$ cat src/rtl/ibex_imem_arbiter.sv
// ibex_imem_arbiter: shares one memory port between fetch and LSU with an in-order ID FIFO; define IBEX_IMEM_ARB_RR_EN for round-robin arbitration
module ibex_imem_arbiter #(
  parameter int unsigned MaxOutstanding = 2
) (
  input  logic        clk_i,
  input  logic        rst_ni,
  input  logic        instr_req_i,
  input  logic [31:0] instr_addr_i,
  output logic        instr_gnt_o,
  output logic        instr_rvalid_o,
  output logic [31:0] instr_rdata_o,
  output logic        instr_err_o,
  input  logic        data_req_i,
  input  logic        data_we_i,
  input  logic [3:0]  data_be_i,
  input  logic [31:0] data_addr_i,
  input  logic [31:0] data_wdata_i,
  output logic        data_gnt_o,
  output logic        data_rvalid_o,
  output logic [31:0] data_rdata_o,
  output logic        data_err_o,
  output logic        mem_req_o,
  output logic        mem_we_o,
  output logic [3:0]  mem_be_o,
  output logic [31:0] mem_addr_o,
  output logic [31:0] mem_wdata_o,
  input  logic        mem_gnt_i,
  input  logic        mem_rvalid_i,
  input  logic [31:0] mem_rdata_i,
  input  logic        mem_err_i,
  output logic        resp_unexp_o
);
  localparam int unsigned CW = $clog2(MaxOutstanding + 1);
  localparam int unsigned PW = MaxOutstanding > 1 ? $clog2(MaxOutstanding) : 1;
  logic [CW-1:0] count_q;
  logic [PW-1:0] wptr_q, rptr_q;
  logic [MaxOutstanding-1:0] ids_q;
  logic lock_q, sel_q, sel, arb_sel, held_req, full, empty, push, pop, head, unexp_q;
  assign full = count_q == CW'(MaxOutstanding);
  assign empty = count_q == '0;
`ifdef IBEX_IMEM_ARB_RR_EN
  logic rr_q;
  assign arb_sel = data_req_i & (!instr_req_i | !rr_q);
  // round-robin preference flips away from whichever port was just granted
  always_ff @(posedge clk_i) begin
    if (!rst_ni) rr_q <= 1'b0;
    else if (push) rr_q <= sel;
  end
`else
  assign arb_sel = data_req_i;
`endif
  assign held_req = sel_q ? data_req_i : instr_req_i;
  assign sel = (lock_q & held_req) ? sel_q : arb_sel;
  assign mem_req_o = rst_ni & !full & (sel ? data_req_i : instr_req_i);
  assign mem_we_o = sel & data_we_i;
  assign mem_be_o = sel ? data_be_i : 4'hF;
  assign mem_addr_o = sel ? data_addr_i : instr_addr_i;
  assign mem_wdata_o = sel ? data_wdata_i : '0;
  assign push = mem_req_o & mem_gnt_i;
  assign instr_gnt_o = push & !sel;
  assign data_gnt_o = push & sel;
  assign pop = rst_ni & mem_rvalid_i & !empty;
  assign head = ids_q[rptr_q];
  assign instr_rvalid_o = pop & !head;
  assign data_rvalid_o = pop & head;
  assign instr_rdata_o = mem_rdata_i;
  assign data_rdata_o = mem_rdata_i;
  assign instr_err_o = mem_err_i;
  assign data_err_o = mem_err_i;
  assign resp_unexp_o = unexp_q;
  // ID FIFO, request lock and unexpected-response flag
  always_ff @(posedge clk_i) begin
    if (!rst_ni) begin
      count_q <= '0;
      wptr_q <= '0;
      rptr_q <= '0;
      ids_q <= '0;
      lock_q <= 1'b0;
      sel_q <= 1'b0;
      unexp_q <= 1'b0;
    end else begin
      count_q <= count_q + CW'(push) - CW'(pop);
      if (push) begin
        ids_q[wptr_q] <= sel;
        wptr_q <= (wptr_q == PW'(MaxOutstanding - 1)) ? '0 : wptr_q + PW'(1);
      end
      if (pop) rptr_q <= (rptr_q == PW'(MaxOutstanding - 1)) ? '0 : rptr_q + PW'(1);
      lock_q <= mem_req_o & !mem_gnt_i;
      sel_q <= sel;
      if (mem_rvalid_i & empty) unexp_q <= 1'b1;
    end
  end
endmodule

$ cat config.mk
export PLATFORM = sky130hd
export DESIGN_NAME = ibex_imem_arbiter
export DESIGN_NICKNAME = d
export VERILOG_FILES = /design/src/rtl/ibex_imem_arbiter.sv
export SDC_FILE = /design/constraint.sdc
export NUM_CORES = 1
export LEC_CHECK = 0
export CAP_MARGIN = 25
export CORE_AREA = 2 2 110 112
export DETAILED_ROUTE_END_ITERATION = 8
export DIE_AREA = 0 0 112 114
export HOLD_SLACK_MARGIN = 0.03
export PLACE_DENSITY_LB_ADDON = 0.2
export SLEW_MARGIN = 20
export SYNTH_ARGS = -nofsm -noshare
export SYNTH_HDL_FRONTEND = slang
export SYNTH_SLANG_ARGS = --single-unit
$ cat constraint.sdc
create_clock -name clk_i -period 2.1 [get_ports clk_i]
set_clock_uncertainty 0.05 [all_clocks]
set_input_delay 0.525 -clock clk_i [delete_from_list [all_inputs] [get_ports clk_i]]
set_output_delay 0.525 -clock clk_i [all_outputs]
set_load 0.005 [all_outputs]
==> flow_metrics.py <==
metrics = {
    "clocking": {
        "cts_buffer_depth": 2,
        "cts_hold_buf": 0,
        "htree_levels": 1,
        "insertion_delay_ps": 230,
        "clk_pin_slew_ps": 40,
        "clkSinkCount": 9,
        "cts_tree": "built",
        "cts_made_buffers": 3,
        "root_buffer": "clkbuf_16",
    },
    "setup_path": {
        "cp_max_fo": 5,
        "cpLargestDelayFamily": "buffers and inverters",
        "cp.required_ps": 1520,
        "crit_slowest_cell": "and2_4",
        "cp-end-kind": "output port",
        "cp.buffers_inverters": 5,
        "crit_path_start_kind": "primary input",
        "crit_type": "primary input to output port",
        "cp_data_arrival_time_ps": 1480,
        "cpPeakStageDelay_ps": 170,
        "path_cells": "buf_6 > nand3b_4 > and2_4 > buf_6 > buf_12 > buf_16 > nand2_2 > nand2_2 > buf_2",
    },
    "floorplanning": {
        "start_util_pct": 14.1,
        "die_w_um": 112,
        "dieArea_um2": 12800,
        "io_pins": 281,
        "coreArea_um2": 11700,
        "rows": 40,
        "die_h_um": 114,
    },
    "grt": {
        "track_usage_pct": 11.5,
        "antenna_found_initial": 0,
        "grt_pass1_wl_mm": 11.6,
        "grt_max_degree": 35,
        "grt_pass1_vias": 1964,
        "overflow": 0,
    },
    "place": {
        "dpl_cell_area_um2": 3200,
        "dp.cells": 523,
        "dp_worst_setup_slack_ps": -666,
        "dp_hpwl_mm": 6.42,
        "numPortBuffers": 181,
        "gp_congestion": 0.845,
    },
    "cells_and_area": {
        "post-route-util_pct": 28.9,
        "final_cells": 537,
        "fin_nets": 532,
        "fin_area_um2": 3380,
        "drive_above_1_share_pct": 17.7,
        "diodes": 0,
        "area_growth_pct": 105,
        "final_cell_mix": "103 x clkdlybuf4s50_1, 89 x nand2_1, 40 x dlygate4sd2_1",
        "layout_commonest_cell": "clkdlybuf4s50_1",
    },
    "timing": {
        "final_hold_viol_count": 0,
        "setup_viol": 0,
        "max_slew.worst_pin.slew_ps": 198,
        "min_period_ps": 2060,
        "tns_ps": 0,
        "fin_hold_ws_ps": 415,
        "worst_slack_ps": 42.6,
        "fmax_mhz": 486,
        "rsz0062_at_grt": "true",
        "slew_viol_final": 0,
        "slew-limit-headroom_pct": 86.5,
        "fin_crit_sh_pct": 98.0,
    },
    "job": {
        "max_cap_viol_count": 0,
    },
    "min_path": {
        "min_path_type": "flip-flop to flip-flop",
    },
    "power": {
        "leakage_nw": 1.72,
        "max-vdd-ir-drop_uv": 321,
        "finalPower_mw": 1.17,
        "p_per_area_nw_per_um2": 346,
    },
    "run_status": {
        "outcome": "finished clean",
    },
    "route": {
        "drt-initial-drc-count": 40,
        "wl_met2_mm": 4.45,
        "dr.max_layer_used": "met4",
        "wl_met1_mm": 2.97,
        "vias_per_cell": 3.82,
        "wl_met3_um": 713,
        "ant_nets": 0,
        "drc_errors": 0,
        "wl_mm": 8.22,
        "via_count": 2051,
        "dr.pass1.iters": 4,
        "routedWlPerCell_um": 15.3,
    },
    "logic_synthesis": {
        "netlist_instances": 262,
        "ys_seq_area_share_pct": 10.9,
        "synth_seq_cells": 9,
        "yosysWarnings": 0,
        "synth_area_um2": 1650,
        "avgSynthCellArea_um2": 6.28,
        "synth_nets": 403,
        "synth_cell_types": 27,
    },
}
routing by layer:
metal	track usage, %	up-vias
met3	3.24	8
li1	-	1019
met2	22.5	131
met4	1.79	0
met5	0	-
met1	12.5	893
layout make-up:
| type | count | area (µm²) |
|---|---|---|
| multi-input cells | 171 | 913 |
| repair buffers | 205 | 2020 |
| fillers | 1310 | 8330 |
| flip-flops and latches | 9 | 183 |
| inverters | 1 | 3.75 |
| well taps | 147 | 184 |
| clock buffers | 4 | 78.8 |
cell usage after synthesis, drive strengths merged:
library cell  number  share of area, %
a41o               1              0.61
nor2b              5               1.9
buf               74                34
nor2               3              0.68
a21boi             2              0.91
nand2b             5               1.9
or3                2              0.76
nand3              1               1.1
o21a               2               1.4
o211ai             1              0.46
and2               5               1.9
mux2i              2               1.2
xnor2              2               1.1
ha                 1              0.76
or2b               1              0.53
inv                1              0.23
nand3b             1              0.68
clkbuf             7               1.6
and3              34                13
xor2               1              0.53
dfxtp              9                11
nand2             98                22
o21ai              3              0.91
a31oi              1              0.76
final timing paths:
path | from | to | slack (ps) | depth (start not counted)
worst min-delay path | resp_unexp_o | resp_unexp_o | 410 | 1
worst min register to register | resp_unexp_o | resp_unexp_o | 410 | 1
worst max register to register | count_q[1] | count_q[0] | 440 | 6
worst max-delay path | instr_req_i | mem_addr_o[12] | 40 | 9
report_power, final:
group / internal [mW] / switching [mW] / total (mW)
sequential: 0.188 / 0.0120 / 0.200
clock: 0.253 / 0.0770 / 0.330
combinational: 0.417 / 0.222 / 0.639
total: 0.858 / 0.311 / 1.17
flip-flops by register name, summed over array words and instances, names as in the netlist:
name / count
count_q: 2
ids_q: 2
lock_q: 1
resp_unexp_o: 1
rptr_q: 1
sel_q: 1
wptr_q: 1
logic make-up after synthesis:
logic type	after synthesis	synth area share [%]
simple gates	155	44.7
buf+inv	82	35.8
compound gates	10	5.01
flops	9	10.9
xor+xnor	3	1.60
mux	2	1.22
fa+ha+maj	1	0.760
timing repair:
item / CTS / global route
setup endpoints to repair: 75 / 21
pin swaps: 2 / 2
setup buffers: 6 / 0
gates resized for setup: 157 / 23
gates cloned: 5 / 0
No activity file was read; power rests on OpenSTA's default activity.
